### config.mk
export PLATFORM = sky130hd
export DESIGN_NAME = brent_kung_sub_pipe
export DESIGN_NICKNAME = d
export VERILOG_FILES = /design/src/rtl/bk_pkg.sv /design/src/rtl/bk_pipe_stage.sv /design/src/rtl/brent_kung_sub_pipe.sv
export SDC_FILE = /design/constraint.sdc
export NUM_CORES = 1
export LEC_CHECK = 0
export BUFFER_PORTS_ARGS = -buffer_cell sky130_fd_sc_hd__clkbuf_2
export CELL_PAD_IN_SITES_DETAIL_PLACEMENT = 1
export CELL_PAD_IN_SITES_GLOBAL_PLACEMENT = 2
export CORE_UTILIZATION = 25
export CTS_CLUSTER_SIZE = 12
export DETAILED_ROUTE_END_ITERATION = 10
export PLACE_DENSITY = 0.58
export SKIP_LAST_GASP = 1
export SYNTH_ARGS = -nofsm -noshare
export SYNTH_HDL_FRONTEND = slang
export SYNTH_SLANG_ARGS = --single-unit
### constraint.sdc
create_clock -name clk -period 1.56 [get_ports clk]
set_input_delay 0.312 -clock clk [delete_from_list [all_inputs] [get_ports clk]]
set_output_delay 0.312 -clock clk [all_outputs]
set_load 0.005 [all_outputs]
### src/rtl/bk_pkg.sv
// Shared types and helpers for the Brent-Kung prefix network: generate/propagate
// pairs, the group combine operator and tree-node index predicates.
package bk_pkg;

    typedef struct packed {
        logic g;
        logic p;
    } gp_t;

    // Combines a more-significant group (hi) with the adjacent less-significant group (lo).
    function automatic gp_t gp_combine(input gp_t hi, input gp_t lo);
        gp_t r;
        r.g = hi.g | (hi.p & lo.g);
        r.p = hi.p & lo.p;
        return r;
    endfunction

    function automatic int node_span(input int level);
        return 1 << level;
    endfunction

    // Up-sweep node at this level: idx closes a group of node_span(level) bits.
    function automatic logic is_up_node(input int level, input int idx);
        return ((idx + 1) % node_span(level)) == 0;
    endfunction

    // Down-sweep node for a given stride: an odd multiple (>= 3) of stride, minus one.
    function automatic logic is_down_node(input int stride, input int idx);
        return (((idx + 1) % (2 * stride)) == stride) && (idx >= 3 * stride - 1);
    endfunction

endpackage

### src/rtl/bk_pipe_stage.sv
// Generic valid/ready register slice; accepts when empty or when downstream takes
// the current entry in the same cycle.
module bk_pipe_stage #(
    parameter int W = 8
) (
    input  logic         clk,
    input  logic         rst_n,
    input  logic         in_valid,
    output logic         in_ready,
    input  logic [W-1:0] in_data,
    output logic         out_valid,
    output logic [W-1:0] out_data,
    input  logic         out_ready
);

    assign in_ready = ~out_valid | out_ready;

    always_ff @(posedge clk or negedge rst_n) begin
        if (!rst_n) begin
            out_valid <= 1'b0;
            out_data  <= '0;
        end else if (in_ready) begin
            out_valid <= in_valid;
            if (in_valid) begin
                out_data <= in_data;
            end
        end
    end

endmodule

### src/rtl/brent_kung_sub_pipe.sv
// Three-stage pipelined subtractor diff = a - b - bin, computed as a + ~b + ~bin
// through a Brent-Kung prefix network split into up-sweep and down-sweep stages.
module brent_kung_sub_pipe #(
    parameter int N = 64
) (
    input  logic         clk,
    input  logic         rst_n,
    input  logic         in_valid,
    output logic         in_ready,
    input  logic [N-1:0] a,
    input  logic [N-1:0] b,
    input  logic         bin,
    output logic         out_valid,
    input  logic         out_ready,
    output logic [N-1:0] diff,
    output logic         borrow_out,
    output logic         ovf
);
    import bk_pkg::*;

    localparam int LEVELS = $clog2(N);
    localparam int TW     = (LEVELS + 1) * N * 2;
    localparam int W1     = 2 * N + 3;
    localparam int W2     = TW + 3;
    localparam int W3     = N + 2;

    logic [W1-1:0] s1_d, s1_q;
    logic [W2-1:0] s2_d, s2_q;
    logic [W3-1:0] s3_d, s3_q;
    logic          s1_v, s2_v, s2_rdy, s3_rdy;

    // Stage 1 payload: carry-in, operand sign bits, bitwise generate/propagate of a + ~b.
    assign s1_d = {~bin, a[N-1], b[N-1], a & ~b, a ^ ~b};

    logic         s1_cin, s1_as, s1_bs;
    logic [N-1:0] s1_g, s1_p;
    assign s1_cin = s1_q[2*N+2];
    assign s1_as  = s1_q[2*N+1];
    assign s1_bs  = s1_q[2*N];
    assign s1_g   = s1_q[2*N-1:N];
    assign s1_p   = s1_q[N-1:0];

    gp_t [LEVELS:0][N-1:0] up_tree;

    // Non-node positions copy the level below so every level is a complete row.
    always_comb begin
        up_tree = '0;
        for (int i = 0; i < N; i++) begin
            up_tree[0][i].g = s1_g[i];
            up_tree[0][i].p = s1_p[i];
        end
        for (int l = 1; l <= LEVELS; l++) begin
            for (int i = 0; i < N; i++) begin
                if (is_up_node(l, i)) begin
                    up_tree[l][i] = gp_combine(up_tree[l-1][i],
                        up_tree[l-1][(i >= node_span(l-1)) ? i - node_span(l-1) : 0]);
                end else begin
                    up_tree[l][i] = up_tree[l-1][i];
                end
            end
        end
    end

    assign s2_d = {s1_cin, s1_as, s1_bs, up_tree};

    logic                  s2_cin, s2_as, s2_bs;
    gp_t [LEVELS:0][N-1:0] s2_tree;
    assign s2_cin  = s2_q[TW+2];
    assign s2_as   = s2_q[TW+1];
    assign s2_bs   = s2_q[TW];
    assign s2_tree = s2_q[TW-1:0];

    // Only the tree nodes feed the down-sweep; pass-through copies are left to synthesis.
    logic unused_tree;
    assign unused_tree = ^s2_tree;

    gp_t [N-1:0]  pr;
    logic [N:0]   c;
    logic [N-1:0] dsum;
    logic         s3_ovf;

    // Top row already holds prefixes at 2^k-1; fill the rest from coarse to fine stride.
    always_comb begin
        pr = s2_tree[LEVELS];
        for (int d = LEVELS - 2; d >= 0; d--) begin
            for (int i = 0; i < N; i++) begin
                if (is_down_node(node_span(d), i)) begin
                    pr[i] = gp_combine(s2_tree[d][i],
                        pr[(i >= node_span(d)) ? i - node_span(d) : 0]);
                end
            end
        end
        c    = '0;
        dsum = '0;
        c[0] = s2_cin;
        for (int i = 0; i < N; i++) begin
            c[i+1]  = pr[i].g | (pr[i].p & s2_cin);
            dsum[i] = s2_tree[0][i].p ^ c[i];
        end
    end

    assign s3_ovf = (s2_as != s2_bs) && (dsum[N-1] != s2_as);
    assign s3_d   = {s3_ovf, ~c[N], dsum};
    assign {ovf, borrow_out, diff} = s3_q;

    bk_pipe_stage #(.W(W1)) u_s1 (
        .clk       (clk),
        .rst_n     (rst_n),
        .in_valid  (in_valid),
        .in_ready  (in_ready),
        .in_data   (s1_d),
        .out_valid (s1_v),
        .out_data  (s1_q),
        .out_ready (s2_rdy)
    );

    bk_pipe_stage #(.W(W2)) u_s2 (
        .clk       (clk),
        .rst_n     (rst_n),
        .in_valid  (s1_v),
        .in_ready  (s2_rdy),
        .in_data   (s2_d),
        .out_valid (s2_v),
        .out_data  (s2_q),
        .out_ready (s3_rdy)
    );

    bk_pipe_stage #(.W(W3)) u_s3 (
        .clk       (clk),
        .rst_n     (rst_n),
        .in_valid  (s2_v),
        .in_ready  (s3_rdy),
        .in_data   (s3_d),
        .out_valid (out_valid),
        .out_data  (s3_q),
        .out_ready (out_ready)
    );

endmodule

==> results of run 1 <==
[worst reg2reg max path: stages, from the launching register on]
cell	delay, ps
dfrtp_2	470
a21o_4	270
a21o_4	220
a21o_4	230
buf_6	130
a21oi_2	120
xor2_1	150
o21ai_1	70
[final cells by class]
type                    instances  area share
flip-flops and latches        363       0.380
multi-input cells            1030       0.325
well taps                     846      0.0443
inverters                      68      0.0107
clock inverters                16     0.00990
clock buffers                  66      0.0581
repair buffers                465       0.172
[cells by family (layout without fill, tap and decap cells)]
logic type | after synthesis | after routing | synth area share
XOR/XNOR | 63 | 63 | 0.0345
multiplexers | 138 | 138 | 0.0970
flip-flops | 363 | 363 | 0.567
buffers and inverters | 131 | 615 | 0.0332
AND/OR/NAND/NOR | 530 | 531 | 0.130
adder cells (fa/ha/maj) | 65 | 65 | 0.0508
AO/OA/AOI/OAI | 233 | 233 | 0.0871
[sequential cells by signal (all words and copies together), names as in the netlist]
name	count
u_s2.out_data	163
u_s1.out_data	131
u_s3.out_data	66
u_s1.out_valid	1
u_s2.out_valid	1
u_s3.out_valid	1
[power by group]
part           internal (mW)  switching [mW]  leakage, nW
clock network           7.13            4.27        0.807
registers               11.8            1.98         4.52
logic                   5.50            4.79         6.77
total                   24.4            11.0         12.1
[cells in the final DEF (no fill, tap or decap), types with 50 or more instances in the layout]
| master | synthesis | layout |
|---|---|---|
| o21ai_1 | 10 | 53 |
| clkbuf_16 | 0 | 66 |
| dfrtp_1 | 363 | 362 |
| inv_1 | 68 | 67 |
| o21ai_0 | 111 | 62 |
| nand2_1 | 472 | 369 |
| mux2_2 | 138 | 50 |
| nand2_2 | 0 | 71 |
| ha_1 | 65 | 65 |
| mux2_4 | 0 | 88 |
| clkbuf_2 | 0 | 198 |
| buf_4 | 0 | 160 |
[repair_timing]
item | in CTS | in global routing
buffers inserted | 26 | 32
gates cloned | 8 | 21
hold endpoints to repair | 69 | 0
endpoints found under the setup margin | 176 | 322
gates resized for setup | 134 | 331
pin swaps | 62 | 165
hold buffers | 3 | 0
[routing by layer]
layer	part of all wire	up-vias
met5	0.00025	-
met2	0.52	167
li1	-	5923
met3	0.028	60
met1	0.43	6100
met4	0.021	2
[worst paths after layout]
kind                                                startpoint                              to  slack [ps]
worst max-delay path            u_s2.out_data[898]$_DFFE_PN0P_   u_s3.out_data[53]$_DFFE_PN0P_        -220
max in group asynchronous                                rst_n  u_s2.out_data[898]$_DFFE_PN0P_         610
worst max register to register  u_s2.out_data[898]$_DFFE_PN0P_   u_s3.out_data[53]$_DFFE_PN0P_        -220
worst min-delay path                                     b[63]  u_s1.out_data[128]$_DFFE_PN0P_          50
min in group asynchronous                                rst_n  u_s1.out_data[109]$_DFFE_PN0P_         230
worst min register to register  u_s1.out_data[128]$_DFFE_PN0P_  u_s2.out_data[896]$_DFFE_PN0P_         480
[metrics by stage]
| step | setup TNS, ps | hold slack (ps) |
|---|---|---|
| global route | -34880 | 66.0 |
| floorplan | -450 | 16.4 |
| global placement | -21370 | 225 |
| finish | -13180 | 50.8 |
| CTS | -13030 | 13.3 |
| detailed placement | -23680 | 227 |
==> impl_results.md, run 1 <==
- Status: complete, but fails checks
- Failing checks: negative setup slack
- Detailed Route WL: 51,500 um
- Die Y: 255 um
- Ports: 201
- # placed instances: 2,697
- Final min period: 1780 ps
- Count of cell types in the netlist: 41
- Number of non-filler instances in the completed layout: 2,854
- CP Capture Type: register
- Synth top area cells: dfrtp_1, nand2_1, mux2_2, ha_1, o21ai_0
- Placer Congestion: 0.764
- Synthesis warning total: 0
- CTS tree: yes
- IO Port Bufs: 200
- Total grt overflow: 0
- Peak Freq: 562 MHz
- Biggest cell delay along the critical path: 470 ps
- Global Route Usage Sum: 0.150
- Yosys top cell by area: dfrtp_1
- # fillers: 6,927
- Worst slew margin: 0.730
- Post-Layout Inst Area: 0.0239 sq mm
- Sequential element share of the synthesized area: 0.567
- Dpl ws: -392 ps
- Post-synth top flop: dfrtp_1
- Largest net degree at the start of global routing: 71
- Mean post-synth cell area: 10.5 sq um
- Dominant delay contributor by cell family on the critical path: compound AO/OA/AOI/OAI gates
- Count of final setup violators: 191
- Placed wire-length estimate: 33,100 um
- CP Class: reg -> reg
- CTS clock-pin slew for the worst setup and hold paths: 60 ps
- Detailed Route Iter0 Violations: 473
- Clock Latency Late Sink: 580 ps
- Layout cell share with drive strength beyond 1: 0.442
- WP buf/inv: 1
- Critical Path RT: 2000 ps
- CTS root buf: clkbuf_16
- DRC Markers: 0
- Cell Rows: 92
- Worst Hold Class: in -> reg
- Routed vias/inst: 4.29
- Synth async-reset ratio: 1.00
- Final Skew: 14.0 ps
- Final hold vios: 0
- Final ANT Viol Nets: 0
- Global-route wire length before repair: 75,200 um
- Unrepaired setup endpoints after global routing: true
- Die width: 255 um
- Worst-Margin Slew: 403 ps
- Area of the multi-input gates: 0.00776 sq mm
- Most used cell, CP: a21o_4
- Critical path arrival: 2230 ps
- Wire length per cell: 18.1 um
- Final worst slack: -221 ps
- CP Cell Sequence: a21o_4 -> a21o_4 -> a21o_4 -> buf_6 -> a21oi_2 -> xor2_1 -> o21ai_1
- Area Growth Syn to Fin: 49.1%
- Synthesized cell area: 0.0160 sq mm
- Core box area: 0.0632 sq mm
- Routed vias: 12,300
- Post-synth top cells: nand2_1, dfrtp_1, mux2_2
- Number of synthesized flops with an enable pin: 0
- Vias in the first global route: 13,100
- Area post-placement: 0.0195 sq mm
- Cell with the most instances after synthesis: nand2_1
- Final period util: 1.14
- Starting density of the core: 0.253
- Routing usage on met3: 0.0188
- R2R depth: 7
- Slew Viols, Final: 0
- Met2 Usage GRT: 0.263
- Post-synth top area share: 0.567
- Crit-path max FO: 5
- Critical-path top delay cell: dfrtp_2
- Pre-antenna DRT Iters: 4
- Sink Count: 363
- Clock Path Buffers: 3
- Layout Nets: 2,171
- Max IR drop VDD: 0.785 mV
- Initial antenna violation count: 1
- Power Total: 35.5 mW
- H-tree levels: 2
- FF+latch count, synth: 363
- Mapped Cells: 1,523
- Util after Layout: 0.378
- Busiest layer in global routing: met2
- DIE AREA: 0.0651 sq mm
- GRT met1 Usage: 0.191
- CTS Buf Count: 45
- Synth Net Count: 1,721
- Stages on the worst setup path: 7
- Startpoint types: register
- Antenna cells: 0
- Leak: 12.1 nW
- Hold Path Stages: 3
- Max Cap Viol: 0
- Reg area: 0.00908 sq mm
- Pwr dens: 1490 mW/mm^2
(Power assumes the default switching activity.)
==> run 2: changes to the inputs <==
--- a/config.mk
+++ b/config.mk
@@ -6,13 +6,14 @@
 export NUM_CORES = 1
 export LEC_CHECK = 0
 export BUFFER_PORTS_ARGS = -buffer_cell sky130_fd_sc_hd__clkbuf_2
-export CELL_PAD_IN_SITES_DETAIL_PLACEMENT = 1
+export CELL_PAD_IN_SITES_DETAIL_PLACEMENT = 2
 export CELL_PAD_IN_SITES_GLOBAL_PLACEMENT = 2
 export CORE_UTILIZATION = 25
 export CTS_CLUSTER_SIZE = 12
 export DETAILED_ROUTE_END_ITERATION = 10
-export PLACE_DENSITY = 0.58
+export PLACE_DENSITY = 0.49
 export SKIP_LAST_GASP = 1
 export SYNTH_ARGS = -nofsm -noshare
 export SYNTH_HDL_FRONTEND = slang
+export SYNTH_HIERARCHICAL = 1
 export SYNTH_SLANG_ARGS = --single-unit
==> run 2 against run 1 <==
The run still ends with negative setup slack left. Clock power is 11% lower. Via count is 9.5% lower. Sequential share of layout area is 1.7 points lower. Register-to-register slack worse by 210 ps. Critical path depth stayed put. Core utilization is 1.2 points lower. Critical endpoint is now u_s3/out_data[47]$_DFFE_PN0P_.
==> impl_results.md, run 2 <==
- Status: complete, but fails checks
- Failing checks: negative setup slack
- Placer Congestion: 0.714
- CTS clock-pin slew for the worst setup and hold paths: 60 ps
- Detailed Route Iter0 Violations: 235
- Final hold vios: 0
- Core box area: 0.0686 sq mm
- Final Skew: 27.5 ps
- Wire length per cell: 19.3 um
- R2R depth: 7
- H-tree levels: 2
- Max IR drop VDD: 0.645 mV
- Total grt overflow: 0
- Final min period: 1990 ps
- Vias in the first global route: 13,100
- Critical Path RT: 2010 ps
- Leak: 13.0 nW
- CP Capture Type: register
- Detailed Route WL: 51,300 um
- CTS Buf Count: 46
- Synthesized cell area: 0.0173 sq mm
- Largest registers: u_s2/out_data (164), u_s1/out_data (131), u_s3/out_data (66)
- Mean post-synth cell area: 14.2 sq um
- IO Port Bufs: 200
- Global Route Usage Sum: 0.146
- Top reg by flops: u_s2/out_data
- Max reg flops: 164
- Reg area: 0.00911 sq mm
- DRC Markers: 0
- Power Total: 38.2 mW
- Util after Layout: 0.365
- Worst-Margin Slew: 526 ps
- Pre-antenna DRT Iters: 4
- CTS tree: yes
- R2r setup slk: -430 ps
- Commonest non-fill, non-tap cell in the layout: dfrtp_1
- Reg2reg end: u_s3/out_data[47]$_DFFE_PN0P_
- Worst setup endpoint: u_s3/out_data[47]$_DFFE_PN0P_
- Routed vias/inst: 4.19
- Layout cell share with drive strength beyond 1: 0.593
- CTS root buf: clkbuf_16
- Final worst slack: -429 ps
- Synth Net Count: 1,416
- Die width: 265 um
- Area of the multi-input gates: 0.00875 sq mm
- Routed vias: 11,100
- Synthesis warning total: 6
- Count of final setup violators: 348
- Sink Count: 364
- Max Cap Viol: 0
- CP Launch Point: u_s2/out_data[898]$_DFFE_PN0P_
- Worst Hold Class: in -> reg
- Area Growth Syn to Fin: 44.6%
- Post-Layout Inst Area: 0.0251 sq mm
- Placed wire-length estimate: 32,800 um
- Unrepaired setup endpoints after global routing: true
- Startpoint types: register
- Final ANT Viol Nets: 0
- Largest net degree at the start of global routing: 64
- Clock Latency Late Sink: 590 ps
- Global-route wire length before repair: 79,100 um
- Worst reg2reg startpoint: u_s2/out_data[898]$_DFFE_PN0P_
- Final period util: 1.27
- Area post-placement: 0.0209 sq mm
- Worst slew margin: 0.649
- # fillers: 6,893
- Layout Nets: 1,882
- CP Class: reg -> reg
- Slew Viols, Final: 0
- Peak Freq: 503 MHz
- Commonest non-fill, non-tap cells in the layout: dfrtp_1, mux2_4, clkbuf_2
- Initial antenna violation count: 1
- Crit-path max FO: 4
- Die Y: 265 um
- Cell Rows: 96
- Mapped Cells: 1,219
- Clock Path Buffers: 3
- Critical path arrival: 2440 ps
- Starting density of the core: 0.253
- Antenna cells: 0
- Pwr dens: 1530 mW/mm^2
- DIE AREA: 0.0704 sq mm
- Ports: 201
[run 2: report_power, final]
group          internal (mW)  total [mW]  leakage (nW)  switching [mW]
combinational           8.77        13.7          7.85            4.94
clock                   5.93        10.2         0.703            4.30
sequential              12.1        14.3          4.43            2.18
[run 2: what timing repair did]
item | in CTS | in global routing
gates resized for setup | 304 | 128
hold buffers | 3 | 0
endpoints found under the setup margin | 353 | 358
cloned | 27 | 2
setup buffers | 58 | 35
endpoints found under the hold margin | 272 | 0
pin swaps | 44 | 44
[run 2: how the worst min path moves through the flow]
stage / startpoint / endpoint / slack (ps) / cells after the start
final: bin / u_s1/out_data[130]$_DFFE_PN0P_ / 70 / 3
after global routing: bin / u_s1/out_data[130]$_DFFE_PN0P_ / 40 / 3
after CTS: bin / u_s1/out_data[130]$_DFFE_PN0P_ / 10 / 3
after detailed placement: rst_n / u_s1/out_data[107]$_DFFE_PN0P_ / 190 / 1
after global placement: rst_n / u_s1/out_data[107]$_DFFE_PN0P_ / 190 / 1
after floorplan: rst_n / u_s1/out_data[0]$_DFFE_PN0P_ / 20 / 0
[run 2: layout make-up]
type / count / area share
Clock inverter: 14 / 0.00469
Timing Repair Buffer: 490 / 0.173
Tap cell: 931 / 0.0465
Sequential cell: 364 / 0.363
Inverter: 79 / 0.0118
Clock buffer: 67 / 0.0519
Multi-Input combinational cell: 704 / 0.349
[run 2: stage by stage]
stage	cells	hold slack (ps)	worst slack [ps]	TNS, ps
after CTS	2647	9.51	-414	-68740
after global placement	2482	187	-371	-62350
after detailed placement	2482	188	-401	-64430
after floorplan	1219	16.4	-293	-3760
final	2649	66.6	-429	-43470
after global routing	2649	40.8	-482	-59530
[run 2: routing by layer]
layer | global-route usage | vias to the layer above | wire length, um
li1 | - | 5117 | -
met3 | 0.0251 | 63 | 1580
met1 | 0.185 | 5750 | 22700
met4 | 0.0434 | 2 | 1190
met2 | 0.253 | 158 | 25800
met5 | 0 | - | 17
[run 2: critical path, stage by stage (launching register included)]
cell and delay (ps):
dfrtp_2 440, a21o_4 260, a21o_4 250, a21o_4 230
a21oi_4 160, o21bai_1 90, xor2_1 140, mux2_4 270
==> run 3: changes to the inputs <==
--- a/config.mk
+++ b/config.mk
@@ -5,13 +5,13 @@
 export SDC_FILE = /design/constraint.sdc
 export NUM_CORES = 1
 export LEC_CHECK = 0
-export BUFFER_PORTS_ARGS = -buffer_cell sky130_fd_sc_hd__clkbuf_2
 export CELL_PAD_IN_SITES_DETAIL_PLACEMENT = 2
 export CELL_PAD_IN_SITES_GLOBAL_PLACEMENT = 2
-export CORE_UTILIZATION = 25
+export CORE_UTILIZATION = 30
 export CTS_CLUSTER_SIZE = 12
 export DETAILED_ROUTE_END_ITERATION = 10
-export PLACE_DENSITY = 0.49
+export DONT_BUFFER_PORTS = 1
+export PLACE_DENSITY = 0.55
 export SKIP_LAST_GASP = 1
 export SYNTH_ARGS = -nofsm -noshare
 export SYNTH_HDL_FRONTEND = slang
==> run 3 against run 2 <==
The flow finishes with violations (negative hold slack, max-slew violations, negative setup slack). Sequential share of layout area rose by 0.80 points. Sequential power barely moved. Critical path depth stayed put. Wire length down 2.5%. Non-clock buffer count fell by 167. Maximum frequency grew 2.1%.
==> impl_results.md, run 3 (same netlist as run 2, synthesis figures left out) <==
- DRC Markers: 0
- Placer Congestion: 0.700
- Final ANT Viol Nets: 0
- Final min period: 1950 ps
- Clock Latency Late Sink: 570 ps
- Internal power: 27.2 mW
- Hold WS: -547 ps
- Top reg by flops: u_s2/out_data
- Peak Freq: 514 MHz
- Detailed Route Iter0 Violations: 304
- CTS tree: yes
- Detailed Route WL: 50,000 um
- Number of non-filler instances in the completed layout: 2,308
- Placed wire-length estimate: 29,000 um
- Failing checks: negative hold slack, max-slew violations, negative setup slack
- Final hold vios: 364
- Post-Layout Inst Area: 0.0245 sq mm
- Critical path arrival: 2400 ps
- Startpoint types: register
- Layout cell share with drive strength beyond 1: 0.522
- Worst setup endpoint: u_s3/out_data[59]$_DFFE_PN0P_
- Pwr dens: 1560 mW/mm^2
- Max Cap Viol: 0
- Final worst slack: -387 ps
- Pre-antenna DRT Iters: 4
- Util after Layout: 0.432
- Area Growth Syn to Fin: 41.5%
- Wire length per cell: 21.6 um
- Slew Viols, Final: 199
- Vias in the first global route: 12,500
- Global-route wire length before repair: 76,900 um
- Critical-path top delay cell: dfrtp_2
- Crit-path max FO: 4
- Largest registers: u_s2/out_data (164), u_s1/out_data (131), u_s3/out_data (66)
- Combinational share of power: 0.333
- R2r setup slk: -390 ps
- Cell Rows: 87
- CTS root buf: clkbuf_16
- Initial antenna violation count: 2
- Clock power frac: 0.285
- Starting density of the core: 0.306
- CP Capture Type: register
- Clock Path Buffers: 3
- Unrepaired setup endpoints after global routing: true
- Reg2reg end: u_s3/out_data[59]$_DFFE_PN0P_
- Global Route Usage Sum: 0.169
- CP Launch Point: u_s2/out_data[898]$_DFFE_PN0P_
- Worst-Margin Slew: 1890 ps
- Sink Count: 364
- Area post-placement: 0.0194 sq mm
- Largest net degree at the start of global routing: 365
- Leak: 12.4 nW
- Final Skew: 11.3 ps
- Biggest cell delay along the critical path: 440 ps
- Critical Path RT: 2010 ps
- Die Y: 242 um
- Setup tns final: -52,270 ps
- Reg power frac: 0.382
- CP Cell Sequence: a21o_4 -> a21o_4 -> a21o_1 -> a21o_1 -> a21oi_2 -> xnor2_1 -> mux2_4
- Routed vias/inst: 4.57
- Commonest non-fill, non-tap cells in the layout: dfrtp_1, mux2_4, buf_4
- R2R depth: 7
- Core box area: 0.0567 sq mm
- Worst Hold Class: in -> async
- IO Port Bufs: 0
- Max reg flops: 164
- Net Sw Frac: 0.289
- Max IR drop VDD: 0.805 mV
- DIE AREA: 0.0587 sq mm
- Final period util: 1.25
- Count of final setup violators: 356
- CTS Buf Count: 46
- # placed instances: 2,084
- Status: complete, but fails checks
- Worst reg2reg startpoint: u_s2/out_data[898]$_DFFE_PN0P_
- NetSw: 11.1 mW
- Die width: 242 um
- Ports: 201
- Layout Nets: 1,715
- Hold Buf Count CTS: 46
- CP Class: reg -> reg
- H-tree levels: 2
- Total grt overflow: 0
- Routed vias: 10,500
- CTS clock-pin slew for the worst setup and hold paths: 60 ps
- Commonest non-fill, non-tap cell in the layout: dfrtp_1
- Dpl ws: -401 ps
- Worst slew margin: -0.262
run 3: cell types whose count changed in the layout (fill, tap and decap cells not counted), sizes merged:
cell / delta
bufinv: +2
buf: -12
clkinv: -9
diode: +1
clkbuf: -189
inv: -2
dlygate4sd3: +43
run 3: final cells by class:
| class | instances | area [sq um] |
|---|---|---|
| diodes | 1 | 2.50 |
| flip-flops and latches | 364 | 9110 |
| clock buffers | 76 | 1440 |
| multi-input cells | 704 | 8830 |
| well taps | 756 | 946 |
| repair buffers | 323 | 3800 |
| fillers | 5398 | 32200 |
| clock inverters | 5 | 100 |
| inverters | 79 | 297 |
run 3: worst max-delay path: cells and delay by family (launching register included):
kind | cells | cell delay [ps]
multiplexers | 1 | 270
XOR/XNOR | 1 | 70
AO/OA/AOI/OAI | 5 | 1040
flip-flops | 1 | 440
run 3: layer usage:
metal,up-vias,global-route usage,wire [um]
li1,4778,-,-
met4,2,0.0491,1070
met3,67,0.0348,1970
met2,169,0.295,25400
met5,-,0,17
met1,5523,0.210,21500
run 3: metrics by stage:
stage	hold slack [ps]	total power [mW]
floorplan	16.4	20.0
global placement	38.5	23.1
detailed placement	38.4	23.5
CTS	-574	37.3
global route	-580	40.3
finish	-547	38.3
run 3: timing repair:
item / 4_1_cts / 5_1_grt
setup endpoints to repair: 354 / 360
pin swaps: 34 / 49
hold endpoints to repair: 426 / 364
resized for setup: 248 / 197
buffers inserted: 59 / 37
cloned: 32 / 5
run 3: power groups by stage:
stage          Clock [mW]  Combinational (mW)  Sequential (mW)
3_3_place_gp            0                8.82             14.3
5_1_grt              11.6                13.6             15.0
3_5_place_dp            0                9.08             14.4
4_1_cts              11.3                11.5             14.4
6_report             10.9                12.7             14.6
2_1_floorplan           0                6.34             13.7
run 3: how the worst min path moves through the flow:
stage,startpoint,endpoint,slack (ps),cells after the start
2_1_floorplan,rst_n,u_s1/out_data[0]$_DFFE_PN0P_,20,0
3_3_place_gp,rst_n,u_s2/out_data[85]$_DFFE_PN0P_,40,0
3_5_place_dp,rst_n,u_s2/out_data[85]$_DFFE_PN0P_,40,0
4_1_cts,rst_n,u_s3/out_data[53]$_DFFE_PN0P_,-570,0
5_1_grt,rst_n,u_s1/out_data[104]$_DFFE_PN0P_,-580,0
6_report,rst_n,u_s2/out_data[85]$_DFFE_PN0P_,-550,0
